===== src/rtl/lcd_hd44780_rx.sv =====
// ---------------------------------------------------------------------------
// lcd_hd44780_rx
// Responder end of an HD44780 8-bit parallel bus. Decodes EN/RS/RW/DATA
// strobes into instructions and character writes, keeps a 2x16 DDRAM shadow,
// emulates instruction busy time and answers busy-flag reads.
//
// State | meaning
// ------+---------------------------------------------------------------
// IDLE  | ready, accepting write commits
// CLEAR | clear in progress, blanking one shadow cell per cycle
// BUSY  | instruction executing, down-counting to terminal count 1
//
// Ports
//  CLK_I, RST_I          clock, async active-high reset
//  LCD_DATA_I/RS/RW/EN   bus from the write controller (EN falling = commit)
//  LCD_DATA_O, _OE_O     busy-flag read response {busy, AC}
//  BUSY_O, AC_O          executing flag, DDRAM address counter
//  DISP_ON_O, CUR_ON_O,
//  BLINK_O, ENTRY_INC_O,
//  FUNC_O                display control / entry mode / function set state
//  CMD_ERR_O             1-cycle pulse when a write arrives while busy
//  RD_ADDR_I, RD_CHAR_O  shadow read port, 1-cycle latency
// ---------------------------------------------------------------------------
module lcd_hd44780_rx #(
    parameter int PAYLOAD_BITS = 8,
    parameter int CMD_CYCLES   = 2000,
    parameter int CLR_CYCLES   = 82000
) (
    input  logic                    CLK_I,
    input  logic                    RST_I,
    input  logic [PAYLOAD_BITS-1:0] LCD_DATA_I,
    input  logic                    LCD_RS_I,
    input  logic                    LCD_RW_I,
    input  logic                    LCD_EN_I,
    output logic [PAYLOAD_BITS-1:0] LCD_DATA_O,
    output logic                    LCD_DATA_OE_O,
    output logic                    BUSY_O,
    output logic [6:0]              AC_O,
    output logic                    DISP_ON_O,
    output logic                    CUR_ON_O,
    output logic                    BLINK_O,
    output logic                    ENTRY_INC_O,
    output logic [2:0]              FUNC_O,
    output logic                    CMD_ERR_O,
    input  logic [4:0]              RD_ADDR_I,
    output logic [7:0]              RD_CHAR_O
);

    localparam int CNT_MAX = (CLR_CYCLES > CMD_CYCLES) ? CLR_CYCLES : CMD_CYCLES;
    localparam int CNT_W   = $clog2(CNT_MAX + 1);
    localparam int BUS_W   = PAYLOAD_BITS + 3;

    typedef enum logic [1:0] {
        ST_IDLE  = 2'd0,
        ST_CLEAR = 2'd1,
        ST_BUSY  = 2'd2
    } state_t;

    state_t state_q, state_d;

    // {EN, RS, RW, DATA} through two sync stages plus one delay stage
    logic [BUS_W-1:0] sync1_q, sync2_q, sync3_q;

    logic                    en_s2, rs_s2, rw_s2;
    logic                    en_d, rs_d, rw_d;
    logic [PAYLOAD_BITS-1:0] data_d;

    logic             commit, wr_commit, wr_drop;
    logic             is_clear, is_home;
    logic             cell_we;
    logic [4:0]       cell_idx;

    logic [CNT_W-1:0] busy_cnt_q;
    logic [4:0]       clr_idx_q;
    logic [6:0]       ac_q;
    logic             disp_q, cur_q, blink_q, entry_inc_q;
    logic [2:0]       func_q;
    logic             cmd_err_q;
    logic [7:0]       cell_q [32];
    logic [7:0]       rd_char_q;

    // Two-line DDRAM map: line 1 is 0x00-0x27, line 2 is 0x40-0x67
    function automatic logic [6:0] ac_inc(input logic [6:0] ac);
        if (ac == 7'h27)      return 7'h40;
        else if (ac == 7'h67) return 7'h00;
        else                  return ac + 7'd1;
    endfunction

    function automatic logic [6:0] ac_dec(input logic [6:0] ac);
        if (ac == 7'h00)      return 7'h67;
        else if (ac == 7'h40) return 7'h27;
        else                  return ac - 7'd1;
    endfunction

    always_ff @(posedge CLK_I or posedge RST_I) begin
        if (RST_I) begin
            sync1_q <= '0;
            sync2_q <= '0;
            sync3_q <= '0;
        end else begin
            sync1_q <= {LCD_EN_I, LCD_RS_I, LCD_RW_I, LCD_DATA_I};
            sync2_q <= sync1_q;
            sync3_q <= sync2_q;
        end
    end

    assign {en_s2, rs_s2, rw_s2} = sync2_q[BUS_W-1 -: 3];
    assign {en_d, rs_d, rw_d}    = sync3_q[BUS_W-1 -: 3];
    assign data_d                = sync3_q[PAYLOAD_BITS-1:0];

    always_comb begin
        commit    = en_d & ~en_s2;
        wr_commit = commit & ~rw_d & (state_q == ST_IDLE);
        wr_drop   = commit & ~rw_d & (state_q != ST_IDLE);
        is_clear  = ~rs_d & (data_d == 8'h01);
        is_home   = ~rs_d & (data_d[7:1] == 7'b0000001);
        // 0x00-0x0F map to cells 0-15, 0x40-0x4F to cells 16-31
        cell_we   = wr_commit & rs_d & ((ac_q[6:4] == 3'b000) | (ac_q[6:4] == 3'b100));
        cell_idx  = {ac_q[6], ac_q[3:0]};
    end

    always_ff @(posedge CLK_I or posedge RST_I) begin
        if (RST_I) state_q <= ST_IDLE;
        else       state_q <= state_d;
    end

    always_comb begin
        state_d = state_q;
        case (state_q)
            ST_IDLE:  if (wr_commit) state_d = is_clear ? ST_CLEAR : ST_BUSY;
            ST_CLEAR: if (clr_idx_q == 5'd31) state_d = ST_BUSY;
            ST_BUSY:  if (busy_cnt_q == CNT_W'(1)) state_d = ST_IDLE;
            default:  state_d = ST_IDLE;
        endcase
    end

    // The counter runs through CLEAR as well, so the whole busy window of a
    // clear is CLR_CYCLES including the 32 blanking cycles.
    always_ff @(posedge CLK_I or posedge RST_I) begin
        if (RST_I) begin
            busy_cnt_q <= '0;
            clr_idx_q  <= '0;
        end else begin
            case (state_q)
                ST_IDLE: begin
                    clr_idx_q <= '0;
                    if (wr_commit)
                        busy_cnt_q <= (is_clear | is_home) ? CNT_W'(CLR_CYCLES)
                                                           : CNT_W'(CMD_CYCLES);
                end
                ST_CLEAR: begin
                    clr_idx_q  <= clr_idx_q + 5'd1;
                    busy_cnt_q <= busy_cnt_q - CNT_W'(1);
                end
                default: busy_cnt_q <= busy_cnt_q - CNT_W'(1);
            endcase
        end
    end

    always_ff @(posedge CLK_I or posedge RST_I) begin
        if (RST_I) begin
            ac_q        <= '0;
            disp_q      <= 1'b0;
            cur_q       <= 1'b0;
            blink_q     <= 1'b0;
            entry_inc_q <= 1'b1;
            func_q      <= '0;
            cmd_err_q   <= 1'b0;
        end else begin
            cmd_err_q <= wr_drop;
            if (wr_commit) begin
                if (rs_d) begin
                    ac_q <= entry_inc_q ? ac_inc(ac_q) : ac_dec(ac_q);
                end else begin
                    casez (data_d)
                        8'b1???????: ac_q <= data_d[6:0];
                        8'b01??????: ;
                        8'b001?????: func_q <= data_d[4:2];
                        8'b0001????: begin
                            if (!data_d[3])
                                ac_q <= data_d[2] ? ac_inc(ac_q) : ac_dec(ac_q);
                        end
                        8'b00001???: begin
                            disp_q  <= data_d[2];
                            cur_q   <= data_d[1];
                            blink_q <= data_d[0];
                        end
                        8'b000001??: entry_inc_q <= data_d[1];
                        8'b0000001?: ac_q <= '0;
                        8'b00000001: begin
                            ac_q        <= '0;
                            entry_inc_q <= 1'b1;
                        end
                        default: ;
                    endcase
                end
            end
        end
    end

    always_ff @(posedge CLK_I or posedge RST_I) begin
        if (RST_I) begin
            for (int i = 0; i < 32; i++) cell_q[i] <= 8'h20;
            rd_char_q <= 8'h20;
        end else begin
            if (state_q == ST_CLEAR)
                cell_q[clr_idx_q] <= 8'h20;
            else if (cell_we)
                cell_q[cell_idx] <= data_d;
            rd_char_q <= cell_q[RD_ADDR_I];
        end
    end

    // Busy-flag read tracks the synced strobe combinationally so the
    // flag can drop while the controller is still holding EN.
    assign BUSY_O        = (state_q != ST_IDLE);
    assign LCD_DATA_OE_O = en_s2 & ~rs_s2 & rw_s2;
    assign LCD_DATA_O    = LCD_DATA_OE_O ? {BUSY_O, ac_q} : '0;
    assign AC_O          = ac_q;
    assign DISP_ON_O     = disp_q;
    assign CUR_ON_O      = cur_q;
    assign BLINK_O       = blink_q;
    assign ENTRY_INC_O   = entry_inc_q;
    assign FUNC_O        = func_q;
    assign CMD_ERR_O     = cmd_err_q;
    assign RD_CHAR_O     = rd_char_q;

endmodule


===== config.mk =====
export PLATFORM = sky130hd
export DESIGN_NAME = lcd_hd44780_rx
export DESIGN_NICKNAME = d
export VERILOG_FILES = /design/src/rtl/lcd_hd44780_rx.sv
export SDC_FILE = /design/constraint.sdc
export NUM_CORES = 1
export LEC_CHECK = 0
export BUFFER_PORTS_ARGS = -buffer_cell sky130_fd_sc_hd__buf_2
export CELL_PAD_IN_SITES_DETAIL_PLACEMENT = 2
export CELL_PAD_IN_SITES_GLOBAL_PLACEMENT = 2
export CORE_MARGIN = 4
export CORE_UTILIZATION = 44
export CTS_CLUSTER_DIAMETER = 120
export DETAILED_ROUTE_END_ITERATION = 16
export GPL_TIMING_DRIVEN = 0
export PLACE_DENSITY = 0.83
export SKIP_LAST_GASP = 1
export SYNTH_ARGS = -nofsm -noshare
export SYNTH_HDL_FRONTEND = slang
export SYNTH_SLANG_ARGS = --single-unit

===== constraint.sdc =====
create_clock -name CLK_I -period 23.2 [get_ports CLK_I]
set_input_delay 6.96 -clock CLK_I [delete_from_list [all_inputs] [get_ports CLK_I]]
set_output_delay 6.96 -clock CLK_I [all_outputs]
set_load 0.02 [all_outputs]

== Word level (Yosys, flattened, before mapping) ==
Index checks and enable logic that the tools add are counted.

* Bits in registers: 336
* Word-level logic and storage cells: 141
* Output and inout port bits: 33

* Reduce and logical (&&, ||, !) cells: 16
* Magnitude comparators: 5
* $add $sub $neg: 4
* Equality and inequality tests: 18
* Bitwise operators: 22
* Multiplexer cells: 30

{| class="wikitable"
|+ Operators by type and width
! kind !! number
|-
| 2-to-1 mux 256 bit || 2
|-
| bitwise mux 256 bit || 1
|-
| bitwise AND 224 bit || 1
|-
| NOT 224 bit || 1
|-
| demux 8 bit (select 5 bit) || 2
|-
| 2-to-1 mux 7 bit || 8
|-
| 2-to-1 mux 17 bit || 3
|-
| binary-select mux 8 bit (select 5 bit) || 1
|-
| 2-to-1 mux 8 bit || 5
|-
| bitwise OR 32 bit || 1
|-
| one-hot mux 7 bit (3 select lines) || 1
|-
| >= comparator 6 bit, second input constant || 3
|-
| NOT 5 -> 6 bit || 3
|-
| == test 17 x 1 -> 1 bit, second input constant || 1
|-
| subtractor 17 x 1 -> 17 bit, second input constant || 1
|-
| AND reduction 3 bit || 5
|-
| == test 7 bit, second input constant || 2
|-
| less-than comparator 6 x 1 -> 1 bit, second input constant || 2
|-
| bitwise AND 1 bit || 10
|-
| one-hot mux 5 bit (2 select lines) || 1
|-
| == test 8 x 1 -> 1 bit, second input constant || 1
|-
| 2-to-1 mux 2 bit || 4
|-
| nonzero test 2 bit || 4
|-
| adder 7 x 1 -> 7 bit, second input constant || 1
|-
| other kinds (24) || 31
|}

== Longest topological paths before layout ==
Gate-level depths: netlist of run 1.

* Depth after elaboration: 8
* Mapped depth: 10
* Depth with buffers taken out: 7

== Least setup slack after synthesis of run 1 ==
No wires, ideal clock.

* Kind: input to register
* Start: input RD_ADDR_I[1]
* End: register rd_char_q[0] (netlist: RD_CHAR_O[0])
* Setup slack: 14,411 ps
* Library setup time: 125 ps
* Stages on the path: 5
* Arrival: 8,665 ps
* Cells stage by stage: clkbuf_1 clkbuf_1 mux4_2 mux4_2 mux2_2

* Word-level cells in the longest chain between the ends: 4

{| class="wikitable"
|+ Ends and longest elaborated chain
! element !! line !! text
|-
| start: declaration || 45 || <nowiki>input logic [4:0] RD_ADDR_I,</nowiki>
|-
| NOT 5 -> 6 bit (implied by the code) || 210 || <nowiki>rd_char_q <= cell_q[RD_ADDR_I];</nowiki>
|-
| binary-select mux 8 bit (select 5 bit) || 210 ||
|-
| 2-to-1 mux 8 bit (implied by the code) (2 in a row) || 210 ||
|-
| end signal: assignment || 210 ||
|-
| end: declaration || 80 || <nowiki>logic [7:0] rd_char_q;</nowiki>
|}

Every way passes these cells. The select of a mux whose other input is x is not followed.
A chain may end at the register's enable or synchronous reset.

== Final worst setup path of run 1 ==
* Start: register ac_q[2] (netlist: AC_O[2])
* End: output LCD_DATA_O[2]

* Word-level cells in the longest chain between the ends: 1

{| class="wikitable"
|+ Ends and longest elaborated chain
! element !! line !! text
|-
| start: declaration || 75 || <nowiki>logic [6:0] ac_q;</nowiki>
|-
| start signal: assignment || 173 || <nowiki>ac_q <= entry_inc_q ? ac_inc(ac_q) : ac_dec(ac_q);</nowiki>
|-
| start signal: assignment || 181 || <nowiki>ac_q <= data_d[2] ? ac_inc(ac_q) : ac_dec(ac_q);</nowiki>
|-
| 2-to-1 mux 8 bit || 218 || <nowiki>assign LCD_DATA_O = LCD_DATA_OE_O ? {BUSY_O, ac_q} : '0;</nowiki>
|-
| end: declaration || 35 || <nowiki>output logic [PAYLOAD_BITS-1:0] LCD_DATA_O,</nowiki>
|}

Every way passes these cells.

==> summary.txt, run 1 <==
Synthesized instance count - 1689
Highest Clock Rate - 108 MHz
Final standard cell count with taps included and fillers excluded - 2280
Maximum single-stage delay on the critical path - 0.49 ns
Share of the clock period used by the worst path after layout - 40.0%
GR Util All Layers - 31.8%
Pre-Repair DR Iteration Count - 5
Launch point of the worst reg-to-reg path - sync2_q[10]$_DFF_PP0_
Number of input and output port buffers inserted - 45
Total congestion overflow - 0
Row cnt - 70
Overall via count from detail_route - 14020
Share of total power in sequential cells - 43.2%
Final weighted congestion in routability-driven placement - 0.918
Vertical die dimension - 202 um
Slew margin rel. - 32.7%
Share of final-layout standard cells stronger than drive strength 1 - 18.0%
Cell Chain, Critical Path - clkbuf_1 -> clkbuf_1 -> and2_1 -> buf_2
Post-Synthesis Net Count - 1719
Internal - 1060 uW
Final Total Pwr - 1470 uW
Drc violations - 0
Sequential share of the synthesized area - 51.3%
Largest fanout on the critical path - 10
Most area-hungry cell type in the Yosys netlist - dfrtp_1
Async S/R FF share, synth - 100%
Routed WL - 64.0 mm
Total power divided by cell area - 78.5 nW/um^2
Net switching component of the power - 410 uW
Number of hold-slack violations in the final timing report - 0
Number of H-tree levels - 2
Synth top area cells - dfrtp_1, nand2_1, mux4_2
Wire length of the first global-routing pass - 99.9 mm
Most used standard cells in the synthesized netlist - nand2_1, dfrtp_1, o21ai_0, mux4_2, clkbuf_1
Largest clock skew in the final design - 0.0154 ns
Total CTS buffers - 40
Count of nets after finishing - 1809
Unrepaired setup endpoints after global routing - no
CTS tree - done
Post-synth design cell area - 16500 um^2
Violation count after the first detailed-route iteration - 866
# clock sinks - 336
Boundary Pins - 51
Via-to-Cell Ratio - 6.15
Count of cells along the worst hold path - 0
Clock latency at the later pin of the worst-skew pair - 0.57 ns
Number of antenna violations at the first check in global routing - 1
Total setup violations reported at the end of the flow - 0
Maximum number of buffers from clock root to sink - 3
Flops & latches, synth - 336
Post-DRT Antenna Nets - 0
Reg2Reg Capture Point - cell_q[12]$_DFFE_PP0P_
R2r setup slk - 20.06 ns
Number of resized instances in the post-cts repair step - 0
CTS clock-pin slew for the worst setup and hold paths - 0.06 ns
Final sum of negative setup slack - 0 ns
Share of the synthesized area in the top cell type - 45.8%
Switching Fraction - 27.8%
Horizontal die dimension - 202 um
Avg Inst Size Synth - 9.76 um^2
Clock group share of total power - 45.1%
Worst EP required - 16.24 ns
Setup Crit Path Kind - flop to output pin
Slew Viols, Final - 0
Average routed wire per standard cell - 28.1 um
Critical path's most frequent cell - clkbuf_1
Most common cell in the synthesized netlist - nand2_1
Gate power share - 11.7%
Critical path startpoint category - flop
Core Area - 36800 um^2
Count of maximum capacitance violations - 0
Worst Max-Slew Pin Slew - 1.01 ns
Synthesis-to-finish area growth - 13.7%
Total of warnings raised by yosys - 0
Clock tree root buffer cell - clkbuf_16
Worst IR Drop VDD - 60.2 uV
Effective utilization at floorplan - 44.8%
Cell variety after synth - 68
Postcts setup bufs - 0
Worst r2r path cells - 6
Post-synth EDFFs - 0
Standard cell with the maximum stage delay on the critical path - dfrtp_1
Element type at the critical path end - output pin
Placed cell count - 2205
Hold Crit Class - flop to flop
Critical path arrival - 2.32 ns
Startpoint of the lowest-slack hold path - sync2_q[2]$_DFF_PP0_
Status - completed
Pleak - 0.00805 uW
Shortest period the worst path allows - 9.28 ns
Number of global-route vias before repair - 15931
Hold-critical path endpoint - sync3_q[2]$_DFF_PP0_
Maximum number of pins on one net before global-route repair - 116
Die area - 40600 um^2
Estimated wirelength of the detail-placed design - 43.4 mm
Most used DFF post-synth - dfrtp_1
Hold bufs inserted after CTS - 0
Hold_ws - 0.343 ns
==> flip-flops by register name, summed over array words and instances (netlist names), 2 cells and up <==
name / cells
RD_CHAR_O: 8
sync1_q: 11
sync2_q: 11
AC_O: 7
sync3_q: 11
state_q: 2
busy_cnt_q: 17
FUNC_O: 3
cell_q: 256
clr_idx_q: 5
==> how the worst max path moves through the flow <==
| stage | from | to | slack (ns) | cells past startpoint |
|---|---|---|---|---|
| 4_1_cts | AC_O[2]$_DFFE_PP0P_ | LCD_DATA_O[2] | 13.93 | 4 |
| 2_1_floorplan | RST_I | AC_O[0]$_DFFE_PP0P_ | 6.99 | 1 |
| 5_1_grt | AC_O[2]$_DFFE_PP0P_ | LCD_DATA_O[2] | 13.78 | 4 |
| 6_report | AC_O[2]$_DFFE_PP0P_ | LCD_DATA_O[2] | 13.92 | 4 |
| 3_3_place_gp | RST_I | cell_q[15]$_DFFE_PP0P_ | 2.75 | 2 |
| 3_5_place_dp | RD_ADDR_I[1] | RD_CHAR_O[0]$_DFF_PP0_ | 13.54 | 5 |
==> power groups by stage <==
stage	combinational [uW]	clock [uW]	sequential (uW)
after floorplan	104	0	641
final	173	664	636
after global placement	161	0	642
after global routing	188	702	639
after detailed placement	169	0	644
after CTS	172	672	635
==> worst max-delay path, delay by kind of cell (launching register included) <==
| family | cells | cell delay [ns] |
|---|---|---|
| DFF | 1 | 0.49 |
| buffers and inverters | 3 | 1.06 |
| and+or+nand+nor | 1 | 0.20 |
==> logic make-up after synthesis <==
family	count (synthesis)	share of synthesized area, %
AO/OA/AOI/OAI	372	12.4
flip-flops	336	51.3
AND/OR/NAND/NOR	694	18.1
buffers and inverters	166	4.55
adder cells (fa/ha/maj)	12	0.911
XOR/XNOR	5	0.266
multiplexers	104	12.5
==> final cells by class <==
cell class	instances	area, um^2
Multi-Input combinational cell	1187	7290
Antenna cell	1	2.50
Sequential cell	336	8450
Tap cell	468	586
Clock inverter	10	158
Inverter	17	71.3
Fill cell	3764	18000
Clock buffer	64	1200
Buffer	149	686
Timing Repair Buffer	48	308
==> per-layer routing <==
| metal | part of all wire [%] | vias up | GRT usage, % |
|---|---|---|---|
| met4 | 4.6 | 0 | 13.2 |
| met1 | 42 | 7400 | 41.3 |
| met5 | 0 | - | 0 |
| li1 | - | 6012 | - |
| met2 | 48 | 458 | 52.3 |
| met3 | 6.2 | 150 | 6.67 |
==> through the flow <==
step | area [um^2] | utilization [%] | worst slack [ns]
2_1_floorplan | 16500 | - | 6.99
3_3_place_gp | 17300 | 47.0 | 2.75
3_5_place_dp | 17400 | 47.3 | 13.54
4_1_cts | 18700 | 51.0 | 13.93
5_1_grt | 18700 | 51.0 | 13.78
6_report | 18700 | 51.0 | 13.92
==> layout by cell type (no fill, tap or decap), types with 7 or more instances in the layout <==
| master | instances |
|---|---|
| mux2_2 | 20 |
| clkbuf_16 | 41 |
| mux4_2 | 80 |
| o21ai_0 | 213 |
| and3_1 | 36 |
| inv_1 | 15 |
| nor3_1 | 15 |
| nand3_1 | 33 |
| buf_2 | 101 |
| nor3b_1 | 10 |
| nor2b_1 | 7 |
| nand2_1 | 517 |
| and2_1 | 8 |
| clkbuf_8 | 9 |
| nand2b_1 | 7 |
| ha_1 | 12 |
| buf_4 | 13 |
| clkbuf_1 | 81 |
| dfrtp_1 | 302 |
| a21oi_1 | 34 |
| dfstp_2 | 34 |
| nor2_1 | 30 |
| o21ai_1 | 66 |
| a31oi_1 | 16 |
| buf_1 | 12 |
No activity file was read; power rests on OpenSTA's default activity.
==> run 2, diff against run 1 <==
--- a/config.mk
+++ b/config.mk
@@ -9,11 +9,11 @@
 export CELL_PAD_IN_SITES_DETAIL_PLACEMENT = 2
 export CELL_PAD_IN_SITES_GLOBAL_PLACEMENT = 2
 export CORE_MARGIN = 4
-export CORE_UTILIZATION = 44
+export CORE_UTILIZATION = 37
 export CTS_CLUSTER_DIAMETER = 120
 export DETAILED_ROUTE_END_ITERATION = 16
 export GPL_TIMING_DRIVEN = 0
-export PLACE_DENSITY = 0.83
+export PLACE_DENSITY = 0.74
 export SKIP_LAST_GASP = 1
 export SYNTH_ARGS = -nofsm -noshare
 export SYNTH_HDL_FRONTEND = slang
==> constraint.sdc (replaced) <==
create_clock -name CLK_I -period 7.55 [get_ports CLK_I]
set_input_delay 2.265 -clock CLK_I [delete_from_list [all_inputs] [get_ports CLK_I]]
set_output_delay 2.265 -clock CLK_I [all_outputs]
set_load 0.02 [all_outputs]
==> run 2 against run 1 <==
Effect of this change:
- register-to-register slack worse by 16 ns
- sequential power rose to 3.1 times the previous value
- setup slack worse by 11 ns
- sequential share of layout area down 1.3 points
- flip-flop and latch count unchanged
- total power rose to 3.3 times the previous value
==> summary.txt, run 2 (synthesized netlist as in run 1, its figures left out) <==
Total power divided by cell area - 252 nW/um^2 (was 78.5 nW/um^2)
GR Util All Layers - 26.6% (was 31.8%)
Largest fanout on the critical path - 10 (unchanged)
Number of global-route vias before repair - 15351 (was 15931)
Pre-Repair DR Iteration Count - 5 (unchanged)
CTS clock-pin slew for the worst setup and hold paths - 0.06 ns (about the same)
Final Total Pwr - 4870 uW (was 1470 uW)
Number of H-tree levels - 2 (unchanged)
# clock sinks - 336 (unchanged)
Critical path startpoint category - flop (unchanged)
Share of the clock period used by the worst path after layout - 60.8%
Count of nets after finishing - 1817 (was 1809)
Vertical die dimension - 219 um (was 202 um)
Layout filler cell count - 4778 (was 3764)
Routed WL - 62.9 mm (was 64.0 mm)
R2r setup slk - 4.34 ns (was 20.06 ns)
Commonest non-fill, non-tap cell in the layout - nand2_1 (unchanged)
Slew margin rel. - 36.0% (was 32.7%)
Launch point of the worst reg-to-reg path - AC_O[0]$_DFFE_PP0P_ (was sync2_q[10]$_DFF_PP0_)
Total setup violations reported at the end of the flow - 0 (unchanged)
Sequential standard cell area - 8450 um^2 (unchanged)
Number of resized instances in the post-cts repair step - 0 (unchanged)
Count of maximum capacitance violations - 0 (unchanged)
Setup Crit Path Kind - flop to output pin (unchanged)
Average routed wire per standard cell - 26.1 um (was 28.1 um)
Boundary Pins - 51 (unchanged)
Horizontal die dimension - 219 um (was 202 um)
Row cnt - 77 (was 70)
Postcts setup bufs - 0 (unchanged)
Synthesis-to-finish area growth - 17.0% (was 13.7%)
Element type at the critical path end - output pin (unchanged)
Status - completed (unchanged)
Critical path endpoint - LCD_DATA_O[2] (unchanged)
Largest clock skew in the final design - 0.0165 ns (was 0.0154 ns)
Worst Max-Slew Pin Slew - 0.960 ns (was 1.01 ns)
Clock latency at the later pin of the worst-skew pair - 0.57 ns (about the same)
Area after DPL - 17700 um^2 (was 17400 um^2)
Slew Viols, Final - 0 (unchanged)
Total CTS buffers - 41 (was 40)
Post-DRT Antenna Nets - 0 (unchanged)
CTS tree - done (unchanged)
Worst r2r path cells - 7 (was 6)
Number of diodes - 0 (was 1)
Core Area - 44100 um^2 (was 36800 um^2)
Worst IR Drop VDD - 194 uV (was 60.2 uV)
Drc violations - 0 (unchanged)
Maximum number of buffers from clock root to sink - 3 (unchanged)
Area of combinational cells with multiple inputs - 7290 um^2 (unchanged)
Layout Cell Area excl Fill - 19300 um^2 (was 18700 um^2)
Via-to-Cell Ratio - 5.72 (was 6.15)
Top reg by flops - cell_q (unchanged)
Pleak - 0.00824 uW (was 0.00805 uW)
Critical Path Start - AC_O[2]$_DFFE_PP0P_ (unchanged)
Worst EP required - 5.29 ns (was 16.24 ns)
Number of hold-slack violations in the final timing report - 0 (unchanged)
Max FFs per register - 256 (unchanged)
Wire length of the first global-routing pass - 96.6 mm (was 99.9 mm)
Reg2Reg Capture Point - cell_q[24]$_DFFE_PP0P_ (was cell_q[12]$_DFFE_PP0P_)
Total congestion overflow - 0 (unchanged)
Maximum number of pins on one net before global-route repair - 41 (was 116)
Effective utilization at floorplan - 37.4% (was 44.8%)
Highest Clock Rate - 218 MHz
Shortest period the worst path allows - 4.59 ns
Clock tree root buffer cell - clkbuf_16 (unchanged)
Estimated wirelength of the detail-placed design - 44.3 mm (was 43.4 mm)
Number of antenna violations at the first check in global routing - 1 (unchanged)
Most frequent cells in the layout - nand2_1, dfrtp_1, o21ai_0 (unchanged)
Final weighted congestion in routability-driven placement - 0.917 (was 0.918)
Hold Crit Class - flop to flop (unchanged)
Number of input and output port buffers inserted - 45 (unchanged)
Critical path arrival - 2.33 ns (was 2.32 ns)
Overall via count from detail_route - 13802 (was 14020)
Share of final-layout standard cells stronger than drive strength 1 - 19.1% (was 18.0%)
Hold bufs inserted after CTS - 0 (unchanged)
Die area - 48000 um^2 (was 40600 um^2)
Regs by FF count - cell_q: 256 flops, busy_cnt_q: 17 flops (unchanged)
Violation count after the first detailed-route iteration - 809 (was 866)
Post-layout util - 43.7% (was 51.0%)
Unrepaired setup endpoints after global routing - no (unchanged)
run 2: area by class of cell:
class / instances / area share (%)
Clock inverter: 22 / 2.16
Clock buffer: 54 / 6.26
Tap cell: 592 / 3.84
Sequential cell: 336 / 43.8
Inverter: 17 / 0.350
Buffer: 149 / 3.55
Timing Repair Buffer: 55 / 2.24
Multi-Input combinational cell: 1187 / 37.8
run 2: metal layers:
metal,vias to the layer above,GRT usage [%],wire length [um]
met5,-,0,0
met4,0,8.87,2070
met3,94,3.66,2780
met2,343,45.0,30600
met1,7338,35.3,27500
li1,6027,-,-
run 2: per-stage QoR:
| stage | setup TNS (ns) | instances | hold slack, ns | setup WS, ns |
|---|---|---|---|---|
| 2_1_floorplan | 0 | 1689 | 0.331 | 0.822 |
| 3_3_place_gp | -457.25 | 2326 | 0.332 | -1.57 |
| 3_5_place_dp | 0 | 2336 | 0.336 | 2.61 |
| 4_1_cts | 0 | 2412 | 0.348 | 2.96 |
| 5_1_grt | 0 | 2412 | 0.348 | 2.85 |
| 6_report | 0 | 2412 | 0.346 | 2.96 |
run 2: how the worst min path moves through the flow:
stage | start | slack, ns | end | cells after the start
after floorplan | sync1_q[0]$_DFF_PP0_ | 0.33 | sync2_q[0]$_DFF_PP0_ | 0
after global placement | sync1_q[4]$_DFF_PP0_ | 0.33 | sync2_q[4]$_DFF_PP0_ | 0
after detailed placement | sync2_q[2]$_DFF_PP0_ | 0.34 | sync3_q[2]$_DFF_PP0_ | 0
after CTS | sync2_q[2]$_DFF_PP0_ | 0.35 | sync3_q[2]$_DFF_PP0_ | 0
after global routing | sync2_q[7]$_DFF_PP0_ | 0.35 | sync3_q[7]$_DFF_PP0_ | 0
final | sync2_q[2]$_DFF_PP0_ | 0.35 | sync3_q[2]$_DFF_PP0_ | 0
run 2: report_power, final:
part	switching, uW	internal (uW)	leakage [uW]	total (uW)
logic	377	167	0.00299	544
registers	76.8	1870	0.00444	1950
clock network	837	1540	0.000803	2370
run 2: worst max-delay path, stage by stage (launching register included):
cell and delay, ns:
dfrtp_1 0.47, clkbuf_1 0.43, clkbuf_1 0.48, and2_1 0.21, buf_2 0.16
==> run 3, diff against run 2 <==
--- a/config.mk
+++ b/config.mk
@@ -5,15 +5,16 @@
 export SDC_FILE = /design/constraint.sdc
 export NUM_CORES = 1
 export LEC_CHECK = 0
+export ABC_AREA = 1
 export BUFFER_PORTS_ARGS = -buffer_cell sky130_fd_sc_hd__buf_2
 export CELL_PAD_IN_SITES_DETAIL_PLACEMENT = 2
 export CELL_PAD_IN_SITES_GLOBAL_PLACEMENT = 2
 export CORE_MARGIN = 4
-export CORE_UTILIZATION = 37
+export CORE_UTILIZATION = 35
 export CTS_CLUSTER_DIAMETER = 120
 export DETAILED_ROUTE_END_ITERATION = 16
 export GPL_TIMING_DRIVEN = 0
-export PLACE_DENSITY = 0.74
+export PLACE_DENSITY = 0.73
 export SKIP_LAST_GASP = 1
 export SYNTH_ARGS = -nofsm -noshare
 export SYNTH_HDL_FRONTEND = slang
==> constraint.sdc (replaced) <==
create_clock -name CLK_I -period 4.2 [get_ports CLK_I]
set_input_delay 1.26 -clock CLK_I [delete_from_list [all_inputs] [get_ports CLK_I]]
set_output_delay 1.26 -clock CLK_I [all_outputs]
set_load 0.02 [all_outputs]
==> run 3 against run 2 <==
Effect of this change:
- area after synthesis decreased by 4.6%
- critical path depth is 5 higher
- via count up 4.6%
- die area is 0.82% higher
- count of clock-buffer cells in the layout grew 8
- global-route usage rose by 1.8 points
- clock power rose by 54%
- critical endpoint is now RD_CHAR_O[0]$_DFF_PP0_
- sequential power rose by 79%
- first-iteration DRC count up 17%
==> summary.txt, run 3 <==
Final standard cell count with taps included and fillers excluded - 2525 (was 2412)
Worst EP required - 4.70 ns (was 5.29 ns)
Status - completed (unchanged)
# clock sinks - 336 (unchanged)
Buffer and inverter count on the worst path - 4 (was 3)
Standard cell with the maximum stage delay on the critical path - clkbuf_1 (unchanged)
Cell family contributing the most delay on the critical path - buffers and inverters (unchanged)
Maximum single-stage delay on the critical path - 0.80 ns (was 0.48 ns)
Most frequent cells in the layout - dfrtp_1, inv_1, o21ai_0 (was nand2_1, dfrtp_1, o21ai_0)
CTS tree - done (unchanged)
Unrepaired setup endpoints after global routing - no (unchanged)
CP Depth - 9 (was 4)
Total of warnings raised by yosys - 0 (unchanged)
Postcts setup bufs - 0 (unchanged)
Placed cell count - 2452 (was 2336)
Largest fanout on the critical path - 10 (unchanged)
Number of H-tree levels - 2 (unchanged)
Count of maximum capacitance violations - 0 (unchanged)
Post-DRT Antenna Nets - 0 (unchanged)
Clock group share of total power - 42.8% (was 48.7%)
Post-Synthesis Net Count - 1834 (was 1719)
Critical path endpoint - RD_CHAR_O[0]$_DFF_PP0_ (was LCD_DATA_O[2])
Cell variety after synth - 33 (was 68)
Sequential share of the synthesized area - 53.7% (was 51.3%)
Reg2Reg Capture Point - cell_q[134]$_DFFE_PP0P_ (was cell_q[24]$_DFFE_PP0P_)
Number of antenna violations at the first check in global routing - 3 (was 1)
Element type at the critical path end - flop (was output pin)
Cell Chain, Critical Path - clkbuf_1 -> inv_1 -> clkbuf_1 -> clkbuf_1 -> o21ai_0 -> o211ai_1 -> nand3_1 -> nand2_1 -> o21a_1 (was clkbuf_1 -> clkbuf_1 -> and2_1 -> buf_2)
Hold Crit Class - flop to flop (unchanged)
Slew Viols, Final - 0 (unchanged)
Violation count after the first detailed-route iteration - 948 (was 809)
Routed WL - 68.1 mm (was 62.9 mm)
Internal - 5920 uW (was 3580 uW)
Maximum number of pins on one net before global-route repair - 43 (was 41)
CTS clock-pin slew for the worst setup and hold paths - 0.06 ns (about the same)
Synthesized instance count - 1804 (was 1689)
Average routed wire per standard cell - 27.0 um (was 26.1 um)
Avg Inst Size Synth - 8.72 um^2 (was 9.76 um^2)
Horizontal die dimension - 220 um (was 219 um)
Critical path arrival - 4.12 ns (was 2.33 ns)
Flops & latches, synth - 336 (unchanged)
GR Util All Layers - 28.4% (was 26.6%)
Critical path's most frequent cell - clkbuf_1 (unchanged)
Max FFs per register - 256 (unchanged)
Setup Crit Path Kind - primary input to flop (was flop to output pin)
Share of total power in sequential cells - 40.9% (was 40.1%)
Sequential standard cell area - 8450 um^2 (unchanged)
Drc violations - 0 (unchanged)
Count of nets after finishing - 1932 (was 1817)
Wire length of the first global-routing pass - 102 mm (was 96.6 mm)
Most common cell in the synthesized netlist - dfrtp_1 (was nand2_1)
Commonest non-fill, non-tap cell in the layout - dfrtp_1 (was nand2_1)
Total CTS buffers - 40 (was 41)
Total congestion overflow - 0 (unchanged)
Worst r2r path cells - 9 (was 7)
Number of resized instances in the post-cts repair step - 0 (unchanged)
Hold bufs inserted after CTS - 0 (unchanged)
Vertical die dimension - 220 um (was 219 um)
Shortest period the worst path allows - 3.62 ns
Switching Fraction - 30.7% (was 26.5%)
Most used DFF post-synth - dfrtp_1 (unchanged)
Layout filler cell count - 4862 (was 4778)
Gate power share - 16.3% (was 11.2%)
Net switching component of the power - 2620 uW (was 1290 uW)
Share of the clock period used by the worst path after layout - 86.2%
Boundary Pins - 51 (unchanged)
Number of hold-slack violations in the final timing report - 0 (unchanged)
Top reg by flops - cell_q (unchanged)
Pleak - 0.00790 uW (was 0.00824 uW)
Pre-Repair DR Iteration Count - 5 (unchanged)
R2r setup slk - 1.13 ns (was 4.34 ns)
Post-synth EDFFs - 0 (unchanged)
Worst IR Drop VDD - 270 uV (was 194 uV)
Regs by FF count - cell_q: 256 flops, busy_cnt_q: 17 flops (unchanged)
Number of input and output port buffers inserted - 47 (was 45)
Synthesis-to-finish area growth - 16.0% (was 17.0%)
Number of diodes - 0 (unchanged)
Final weighted congestion in routability-driven placement - 0.895 (was 0.917)
Clock tree root buffer cell - clkbuf_16 (unchanged)
Die area - 48400 um^2 (was 48000 um^2)
Most used standard cells in the synthesized netlist - dfrtp_1, inv_1, o21ai_0, o22ai_1, nand2_1 (was nand2_1, dfrtp_1, o21ai_0, mux4_2, clkbuf_1)
Area of combinational cells with multiple inputs - 5880 um^2 (was 7290 um^2)
Number of global-route vias before repair - 15906 (was 15351)
Most area-hungry cell type in the Yosys netlist - dfrtp_1 (unchanged)
Total setup violations reported at the end of the flow - 0 (unchanged)
Launch point of the worst reg-to-reg path - AC_O[4]$_DFFE_PP0P_ (was AC_O[0]$_DFFE_PP0P_)
Highest Clock Rate - 276 MHz
Core Area - 44300 um^2 (was 44100 um^2)
Synth top area cells - dfrtp_1, o22ai_1, o21ai_0 (was dfrtp_1, nand2_1, mux4_2)
Row cnt - 77 (unchanged)
Hold_ws - 0.344 ns (was 0.346 ns)
Count of cells along the worst hold path - 0 (unchanged)
Effective utilization at floorplan - 35.5% (was 37.4%)
Post-synth design cell area - 15700 um^2 (was 16500 um^2)
Largest clock skew in the final design - 0.0249 ns (was 0.0165 ns)
Worst Max-Slew Pin Slew - 1.12 ns (was 0.960 ns)
Share of final-layout standard cells stronger than drive strength 1 - 11.4% (was 19.1%)
Critical Path Start - RD_ADDR_I[0] (was AC_O[2]$_DFFE_PP0P_)
Estimated wirelength of the detail-placed design - 48.5 mm (was 44.3 mm)
Total power divided by cell area - 468 nW/um^2 (was 252 nW/um^2)
Clock latency at the later pin of the worst-skew pair - 0.58 ns (was 0.57 ns)
Maximum number of buffers from clock root to sink - 3 (unchanged)
Async S/R FF share, synth - 100% (unchanged)
Slew margin rel. - 25.3% (was 36.0%)
Overall via count from detail_route - 14437 (was 13802)
Share of the synthesized area in the top cell type - 48.1% (was 45.8%)
Via-to-Cell Ratio - 5.72 (about the same)
Critical path startpoint category - primary input (was flop)
[run 3: how the worst min path moves through the flow]
stage                                end  slack [ns]                  from
floorplan           sync2_q[0]$_DFF_PP0_        0.33  sync1_q[0]$_DFF_PP0_
global placement    sync2_q[6]$_DFF_PP0_        0.33  sync1_q[6]$_DFF_PP0_
detailed placement  sync2_q[6]$_DFF_PP0_        0.34  sync1_q[6]$_DFF_PP0_
CTS                 sync3_q[1]$_DFF_PP0_        0.35  sync2_q[1]$_DFF_PP0_
global route        sync3_q[1]$_DFF_PP0_        0.35  sync2_q[1]$_DFF_PP0_
finish              sync2_q[4]$_DFF_PP0_        0.34  sync1_q[4]$_DFF_PP0_
[run 3: area by class of cell]
class,instances,area share [%]
plain buffers,94,2.09
repair buffers,56,2.28
clock buffers,62,6.65
flip-flops and latches,336,46.3
multi-input cells,1104,32.2
well taps,592,4.06
clock inverters,11,0.809
inverters,270,5.57
[run 3: power groups by stage]
stage | logic, uW | clock network, uW | registers [uW]
floorplan | 798 | 0 | 3570
global route | 1540 | 3860 | 3510
finish | 1390 | 3660 | 3500
CTS | 1390 | 3710 | 3500
detailed placement | 1380 | 0 | 3550
global placement | 1320 | 0 | 3540
[run 3: kinds of logic (layout without fill, tap and decap cells)]
family / Yosys count / in the layout / share of synthesized area (%)
compound gates: 632 / 632 / 24.0
xor+xnor: 8 / 8 / 0.446
fa+ha+maj: 12 / 12 / 0.955
simple gates: 452 / 452 / 12.0
buf+inv: 364 / 493 / 8.87
flops: 336 / 336 / 53.7
[run 3: worst reg2reg max path, stage by stage (launching register included)]
cell	delay, ns
dfrtp_1	0.37
buf_2	0.19
nor2_1	0.34
inv_1	0.14
nor3_4	0.60
nand2_1	0.48
nand2_1	0.21
nand2_1	0.31
nand2_1	0.19
o21ai_0	0.11
[run 3: routing by layer]
layer	share of wire (%)	up-vias	global-route usage, %
met1	43	7527	37.0
met2	47	425	46.4
met5	0.019	-	0
met4	4.6	2	12.4
li1	-	6335	-
met3	5.8	148	5.24
[run 3: stage by stage]
stage	setup WS, ns	setup TNS (ns)	cell area (um^2)	total power (uW)	util (%)
after floorplan	-1.52	-470.52	15700	4370	-
after global placement	-3.78	-1199.66	16700	4860	37.7
after detailed placement	0.0950	0	16900	4930	38.1
after CTS	0.721	0	18200	8600	41.2
after global routing	0.532	0	18200	8910	41.2
final	0.578	0	18200	8550	41.2
